### src/rtl/xsleena_sdram_arb.sv
// rtl/xsleena_sdram_arb.sv - five-port round-robin SDRAM read responder on a toggle handshake
module xsleena_sdram_arb #(
    parameter int TIMEOUT = 255
) (
    input  logic        clk,
    input  logic        RST,
    input  logic [24:0] sdr_mcpu_addr,
    input  logic        sdr_mcpu_req,
    output logic        sdr_mcpu_rdy,
    output logic [15:0] sdr_mcpu_dout,
    input  logic [24:0] sdr_scpu_addr,
    input  logic        sdr_scpu_req,
    output logic        sdr_scpu_rdy,
    output logic [15:0] sdr_scpu_dout,
    input  logic [24:0] sdr_obj_addr,
    input  logic        sdr_obj_req,
    output logic        sdr_obj_rdy,
    output logic [15:0] sdr_obj_dout,
    input  logic [24:0] sdr_bg1_addr,
    input  logic        sdr_bg1_req,
    output logic        sdr_bg1_rdy,
    output logic [15:0] sdr_bg1_dout,
    input  logic [24:0] sdr_bg2_addr,
    input  logic        sdr_bg2_req,
    output logic        sdr_bg2_rdy,
    output logic [15:0] sdr_bg2_dout,
    output logic [24:0] ctl_addr,
    output logic        ctl_rd,
    input  logic        ctl_ready,
    input  logic        ctl_valid,
    input  logic [15:0] ctl_dout,
    output logic        timeout_err
);

    typedef enum logic [1:0] {S_IDLE, S_ISSUE, S_WAIT} state_t;

    state_t      state, state_nxt;
    logic [24:0] addr_v [5];
    logic [4:0]  req_v;
    logic [4:0]  rdy_r;
    logic [15:0] dout_r [5];
    logic [4:0]  pending;
    logic [2:0]  ptr, gnt, pick, ptr_nxt;
    logic        any_pend;
    logic [3:0]  rr_sum;
    logic [2:0]  rr_idx;
    logic [7:0]  cnt;
    logic        expired;

    assign addr_v[0] = sdr_mcpu_addr;
    assign addr_v[1] = sdr_scpu_addr;
    assign addr_v[2] = sdr_obj_addr;
    assign addr_v[3] = sdr_bg1_addr;
    assign addr_v[4] = sdr_bg2_addr;
    assign req_v     = {sdr_bg2_req, sdr_bg1_req, sdr_obj_req, sdr_scpu_req, sdr_mcpu_req};

    assign sdr_mcpu_rdy  = rdy_r[0];
    assign sdr_scpu_rdy  = rdy_r[1];
    assign sdr_obj_rdy   = rdy_r[2];
    assign sdr_bg1_rdy   = rdy_r[3];
    assign sdr_bg2_rdy   = rdy_r[4];
    assign sdr_mcpu_dout = dout_r[0];
    assign sdr_scpu_dout = dout_r[1];
    assign sdr_obj_dout  = dout_r[2];
    assign sdr_bg1_dout  = dout_r[3];
    assign sdr_bg2_dout  = dout_r[4];

    assign pending = req_v ^ rdy_r;
    assign ctl_rd  = (state == S_ISSUE);
    assign expired = (cnt == 8'(TIMEOUT));
    assign ptr_nxt = (gnt == 3'd4) ? 3'd0 : gnt + 3'd1;

    // Scan from the far end back to ptr so the nearest pending port wins.
    always_comb begin
        pick     = ptr;
        any_pend = 1'b0;
        rr_sum   = '0;
        rr_idx   = '0;
        for (int k = 4; k >= 0; k--) begin
            rr_sum = {1'b0, ptr} + 4'(k);
            rr_idx = (rr_sum >= 4'd5) ? 3'(rr_sum - 4'd5) : rr_sum[2:0];
            if (pending[rr_idx]) begin
                pick     = rr_idx;
                any_pend = 1'b1;
            end
        end
    end

    always_ff @(posedge clk) begin
        if (RST) state <= S_IDLE;
        else     state <= state_nxt;
    end

    always_comb begin
        state_nxt = state;
        case (state)
            S_IDLE:  if (any_pend && ctl_ready) state_nxt = S_ISSUE;
            S_ISSUE: state_nxt = S_WAIT;
            S_WAIT:  if (ctl_valid || expired) state_nxt = S_IDLE;
            default: state_nxt = S_IDLE;
        endcase
    end

    always_ff @(posedge clk) begin
        if (RST) begin
            rdy_r       <= '0;
            ctl_addr    <= '0;
            timeout_err <= 1'b0;
            ptr         <= '0;
            gnt         <= '0;
            cnt         <= '0;
            for (int i = 0; i < 5; i++) dout_r[i] <= '0;
        end else begin
            case (state)
                S_IDLE: begin
                    if (any_pend && ctl_ready) begin
                        gnt      <= pick;
                        ctl_addr <= addr_v[pick];
                    end
                end
                S_ISSUE: cnt <= '0;
                S_WAIT: begin
                    if (ctl_valid) begin
                        dout_r[gnt] <= ctl_dout;
                        rdy_r[gnt]  <= ~rdy_r[gnt];
                        ptr         <= ptr_nxt;
                    end else if (expired) begin
                        // Forced completion so a dead controller cannot hang the client.
                        dout_r[gnt] <= 16'hFFFF;
                        rdy_r[gnt]  <= ~rdy_r[gnt];
                        timeout_err <= 1'b1;
                        ptr         <= ptr_nxt;
                    end else begin
                        cnt <= cnt + 8'd1;
                    end
                end
                default: ;
            endcase
        end
    end

endmodule

### config.mk
export PLATFORM = sky130hd
export DESIGN_NAME = xsleena_sdram_arb
export DESIGN_NICKNAME = d
export VERILOG_FILES = /design/src/rtl/xsleena_sdram_arb.sv
export SDC_FILE = /design/constraint.sdc
export NUM_CORES = 1
export LEC_CHECK = 0
export CAP_MARGIN = 10
export CORE_UTILIZATION = 45
export CTS_BUF_LIST = sky130_fd_sc_hd__clkbuf_8
export DETAILED_ROUTE_END_ITERATION = 10
export PLACE_DENSITY = 0.82
export SLEW_MARGIN = 40
export SYNTH_ARGS = -nofsm -noshare
export SYNTH_HDL_FRONTEND = slang
export SYNTH_SLANG_ARGS = --single-unit
### constraint.sdc
create_clock -name clk -period 4.1 [get_ports clk]
set_input_delay 0.82 -clock clk [delete_from_list [all_inputs] [get_ports clk]]
set_output_delay 0.82 -clock clk [all_outputs]
set_load 0.1 [all_outputs]
Word level (Yosys, flattened, before mapping):

Memories as Yosys holds them, arrays and structs flattened.
Cells that the tools add are included.

* logic and storage cells: 116
* input port bits: 150
* bits in registers: 47
* bits in writable memories: 80
* memories: 1

* $lt $le $gt $ge: 13
* bitwise logic cells: 5
* equality and inequality tests: 8
* multiplexer cells: 59
* reductions and logical operators: 12
* add/subtract/negate cells: 11

Memories
* dout_r: depth 5, bits a word 16, rd ports 5, clocked after Yosys merged registers in 0, write ports 5, RTL line 41 `logic [15:0] dout_r [5];`

Operators by type and width (number)
* 25-bit binary-select mux with 3-bit select: 1
* 25-bit two-way mux: 2
* 3-bit two-way mux: 14
* 16-bit two-way mux: 2
* 3-bit by 4-bit less-than comparator with 1-bit output (second input constant): 6
* 1-bit two-way mux: 24
* 1-bit binary-select mux with 3-bit select: 6
* 4-bit by 3-bit >= comparator with 1-bit output (second input constant): 4
* 8-bit two-way mux: 2
* 8-bit one-hot mux with 2 select lines: 1
* 16-bit OR reduction: 1
* 3-bit subtractor (second input constant): 5
* 5-bit two-way mux: 2
* 3-bit by 2-bit adder with 4-bit output (second input constant): 2
* 8-bit by 1-bit adder with 8-bit output (second input constant): 1
* 8-bit == test (second input constant): 1
* 2-bit != test (second input constant): 4
* 2-bit one-hot mux with 3 select lines: 1
* 2-bit AND reduction: 3
* 3-bit AND reduction: 2
* 5-bit bitwise mux: 1
* 5-bit XOR: 1
* 3-bit by 1-bit adder with 4-bit output (second input constant): 1
* 3-bit by 3-bit adder with 4-bit output (second input constant): 1
* 16 further kinds: 20

Depth between registers and ports, before layout:

* depth in word-level cells: 14
* depth in mapped cells: 17
* gate-level depth less buffers: 14

Worst setup path before layout:

Ideal clock, no wire load.

* path kind: register to register
* start point: reg ptr[0]
* end point: reg ctl_addr[16]
* path slack: 0.427 ns
* required time: 3.966 ns
* clock period less this slack: 3.673 ns
* setup time: 0.134 ns
* path buffers: 3
* arrival: 3.539 ns
* cell stages (with the launch flop): 18
* path through: dfxtp_1 > buf_2 > inv_1 > ha_1 > inv_1 > fa_1 > a21o_1 > mux2i_1 > a2111oi_1 > a311o_1 > nor2_1 > nor4_1 > a211o_1 > buf_6 > buf_12 > mux2i_1 > a2bb2oi_1 > a311oi_2

* cells in the longest elaborated chain, start to end: 14
* elaborated cells on any way between the ends: 45
* those cells by class: add/sub: 9; order compare: 5; mux: 28; bitwise: 1; reduce/logical: 2

RTL lines
* from (decl): RTL line 43 `logic [2:0] ptr, gnt, pick, ptr_nxt;`
* from (signal assigned): RTL line 126 `ptr <= ptr_nxt;`
* from (signal assigned): RTL line 132 `ptr <= ptr_nxt;`
* 3-bit by 3-bit adder with 4-bit output: RTL line 80 `rr_sum = {1'b0, ptr} + 4'(k);`
* 4-bit by 3-bit >= comparator with 1-bit output / 3-bit subtractor (equally long branches): RTL line 81 `rr_idx = (rr_sum >= 4'd5) ? 3'(rr_sum - 4'd5) : rr_sum[2:0];`
* 3-bit two-way mux: RTL line 81
* 1-bit binary-select mux with 3-bit select: RTL line 82 `if (pending[rr_idx]) begin`
* 1-bit two-way mux (implied by the code): RTL line 82
* 3-bit two-way mux (5 in series): RTL line 82
* 3-bit NOT with 4-bit output (implied by the code): RTL line 118 `ctl_addr <= addr_v[pick];`
* 25-bit binary-select mux with 3-bit select: RTL line 118
* 25-bit two-way mux (implied by the code) (2 in series): RTL line 118
* to (signal assigned): RTL line 118
* to (decl): RTL line 27 `output logic [24:0] ctl_addr,`

Several ways; a longest one is shown, not always the timed one. The select of a mux whose other input is x is not followed.
A chain may end at the register's enable or synchronous reset.

Worst setup path in the final report:

* start point: reg ptr[2]
* end point: reg ctl_addr[8]

Same word-level chain as after synthesis.

==> out/results.txt <==
The logs give 2 for the number of antenna violations at the first check in global routing and 1,083 for the total number of nets in the final design. The placeable core region is 14,500 um^2, and the post-cts gate resize count is 0. Buffer type at the clock tree root: sky130_fd_sc_hd__clkbuf_8.

The die is 124 um wide. For the sequential share of the synthesized area, the log shows 0.502. The run gives 0 as the total grt overflow. The clock drives 127 sinks.

The wire length per cell works out to 18.6 um. STA classifies the critical path startpoint as a register. Timing would allow up to 0.267 GHz. The logs give 0 for the number of hold violations in the final report and 0.44 ns for the source-to-sink clock delay at the later pin of the worst-skew pair. The endpoint class of the critical path was a register. The leakage component of the power came out at 0.00397 uW. Buffers inserted to repair hold after CTS numbered 0.

The flow ran to the end, and the final reports show no timing, DRC or antenna violations. The die covers 15,300 um^2. The logs give 6,228 for the total vias in the final route and 0 for the max-capacitance violation count. The number of setup buffers added after CTS is 0. Subtracting the final worst setup slack from the clock period gives 3.74 ns. The post-synthesis register bit count came out at 127. IR analysis of the VDD net gives a maximum drop of 447 uV. The run gives 15.8 mm as the HPWL after detailed placement.

In this run the worst path has a maximum fanout of 22. The buffer levels on the longest clock path was 2; the number of buffers inserted by port buffering was 261. The tools report the first-iteration detailed-routing DRC count as 419. Counting the fill cells in the layout gives 1,157. The number of buffers inserted during clock tree synthesis is 17. The routability-driven placement congestion ratio was 0.947; the netlist area before placement was 6660 um^2. Compared with the post-synthesis result, the final layout area differs by 41.2%. 262 I/O pins were placed. For the initial cell density of the core, the log shows 0.460. The worst max-slew margin expressed relative to the limit came out at 0.478. On the final layout, the worst hold slack is 0.462 ns. The portion of the clock cycle consumed by the worst path in the final layout is 0.913. In the synthesized netlist the dominant register cell turns out to be sky130_fd_sc_hd__edfxtp_1.

After routing the design area is 9410 um^2. The Yosys step of the flow raised 0 warnings. The number of global-route vias before repair was 5,779. In this run the remaining antenna-violating nets after routing total 0. The worst min-delay path category was reg -> reg.

Pin count of the biggest net entering global routing: 23. After clock tree synthesis, the clock-pin slew on the worst setup and hold paths is 0.08 ns. Setup violations remaining at the end of the flow were counted as 0. The synthesized area per cell is 10.4 um^2.

The run gives 0.0880 ns as the worst setup timing slack at the placement stage. By startpoint and endpoint, the worst setup path is classified as reg -> reg. From bottom edge to top edge, the die measures 124 um. On the final layout, the worst clock skew is 0.0165 ns. The global-route total usage across every layer is 0.271, and the final worst setup slack is 0.356 ns. The number of vias per cell was 5.58; the number of pins exceeding their max-slew limit in the final report was 0. The first global-routing pass estimated 30.8 mm of wire. The number of synthesized flops with an enable pin works out to 80. After synthesis, the netlist uses 64 different library cells.

The placed instances occupy a cell area of 9020 um^2. Data on the critical path arrives at its endpoint at 4.05 ns. The fraction of final layout cells with drive strength greater than 1 works out to 0.207. The final layout contains routed wiring with a total length of 20.8 mm.

Synthesis handed over a netlist of 643 instances. Summed over all failing endpoints, the final setup total negative slack is 0 ns. In this run the number of H-tree levels came out at 4. Number of cell rows: 44.

For the count of unresolved DRC violations after routing, the log shows 0. The power density over the cells came out at 422 nW/um^2. Setup repair after global routing left no endpoint under its margin. The number of nets produced by synthesis is 808.

TritonCTS built the clock tree. Data on the critical path is required at its endpoint by 4.41 ns. The number of iterations in the first detailed-routing pass is 5, and the transition time at the pin with the least slew margin is 0.781 ns. The proportion of synthesized flip-flops having asynchronous set or reset is 0.
[layout make-up]
type / count / area [um^2] / share of cell area
flip-flops and latches: 127 / 3340 / 0.356
well taps: 184 / 230 / 0.0245
repair buffers: 289 / 2310 / 0.246
diodes: 2 / 5.00 / 0.000532
clock buffers: 17 / 234 / 0.0249
inverters: 22 / 82.6 / 0.00878
clock inverters: 15 / 134 / 0.0142
multi-input cells: 461 / 3060 / 0.326
[state kept, by name (all words and copies together) (netlist names)]
name / flops
gnt: 3
timeout_err: 1
ctl_addr: 25
state: 2
cnt: 8
rdy_r: 5
dout_r: 80
ptr: 3
[power by group]
part	leakage, uW	internal [uW]	switching [uW]
Sequential	0.00121	1440	53.0
Combinational	0.00258	444	1010
Clock	0.000175	485	536
Total	0.00397	2370	1600
[synth_stat cells (6+ instances only)]
| cell | number | area, um^2 |
|---|---|---|
| sky130_fd_sc_hd__xor2_1 | 7 | 61.3 |
| sky130_fd_sc_hd__mux2_2 | 6 | 67.6 |
| sky130_fd_sc_hd__mux2i_1 | 58 | 581 |
| sky130_fd_sc_hd__buf_2 | 12 | 60.1 |
| sky130_fd_sc_hd__dfxtp_1 | 47 | 941 |
| sky130_fd_sc_hd__nor3_1 | 11 | 55.1 |
| sky130_fd_sc_hd__a22oi_1 | 22 | 165 |
| sky130_fd_sc_hd__ha_1 | 14 | 175 |
| sky130_fd_sc_hd__clkbuf_1 | 14 | 52.6 |
| sky130_fd_sc_hd__o21ai_0 | 12 | 60.1 |
| sky130_fd_sc_hd__nand2b_1 | 8 | 50.1 |
| sky130_fd_sc_hd__edfxtp_1 | 80 | 2400 |
| sky130_fd_sc_hd__inv_1 | 21 | 78.8 |
| sky130_fd_sc_hd__nand2_1 | 31 | 116 |
| sky130_fd_sc_hd__nand3_1 | 9 | 45.0 |
| sky130_fd_sc_hd__xnor2_1 | 13 | 114 |
| sky130_fd_sc_hd__o22ai_1 | 9 | 56.3 |
| sky130_fd_sc_hd__a21oi_1 | 20 | 100 |
| sky130_fd_sc_hd__a211oi_1 | 7 | 52.6 |
| sky130_fd_sc_hd__o221ai_1 | 23 | 201 |
| sky130_fd_sc_hd__nor2_1 | 146 | 548 |
[metal layers]
metal | part of all wire | track usage
met1 | 0.39 | 0.346
met2 | 0.49 | 0.435
met3 | 0.096 | 0.0769
met4 | 0.026 | 0.102
met5 | 0 | 0
[logic make-up (layout without fill, tap and decap cells)]
kind of cell    Yosys count  count (layout)  share of synthesized area
mux                      66              66                      0.103
flops                   127             127                      0.502
fa+ha+maj                15              15                     0.0293
other cells               0               2                          0
simple gates            227             227                      0.149
compound gates          133             133                      0.149
xor+xnor                 20              20                     0.0263
buf+inv                  55             343                     0.0419
[worst paths after layout]
kind	slack (ns)	cells after the start	startpoint	to
worst max-delay path	0.36	14	ptr[2]	ctl_addr[8]
worst min-delay path	0.46	1	timeout_err	timeout_err
worst max register to register	0.36	14	ptr[2]	ctl_addr[8]
worst min register to register	0.46	1	timeout_err	timeout_err
[through the flow]
stage	utilization	power [uW]	std cells
global route	0.650	4130	1117
floorplan	-	2620	643
detailed placement	0.623	2970	1083
global placement	0.662	3040	1083
CTS	0.648	3980	1115
finish	0.650	3970	1117
[worst max-delay path: stages (launching register included)]
cell	delay, ns
sky130_fd_sc_hd__dfxtp_1	0.50
sky130_fd_sc_hd__inv_1	0.20
sky130_fd_sc_hd__ha_1	0.33
sky130_fd_sc_hd__buf_4	0.16
sky130_fd_sc_hd__a21oi_1	0.20
sky130_fd_sc_hd__xnor2_1	0.25
sky130_fd_sc_hd__mux2i_1	0.14
sky130_fd_sc_hd__a311o_1	0.42
sky130_fd_sc_hd__nor2_1	0.18
sky130_fd_sc_hd__a41oi_1	0.21
sky130_fd_sc_hd__and2_1	0.27
sky130_fd_sc_hd__and3_1	0.21
sky130_fd_sc_hd__buf_12	0.16
sky130_fd_sc_hd__a22oi_1	0.23
sky130_fd_sc_hd__o221ai_1	0.14
[cells in the final DEF (no fill, tap or decap), drive strengths merged, types with 4 or more instances in the layout]
cell	n
o21ai	13
clkbuf	17
nor2	146
mux2i	58
inv	28
o221ai	23
a21oi	20
buf	140
xnor2	13
a2bb2oi	4
edfxtp	80
clkdlybuf4s50	149
clkinv	4
nand3	9
a22oi	22
nor3	11
nand2	31
o211ai	4
dfxtp	47
o22ai	10
ha	14
a211oi	8
o31ai	5
mux2	7
nand2b	8
nor2b	5
clkinvlp	4
xor2	7
Power figures use the tool's default switching activity.
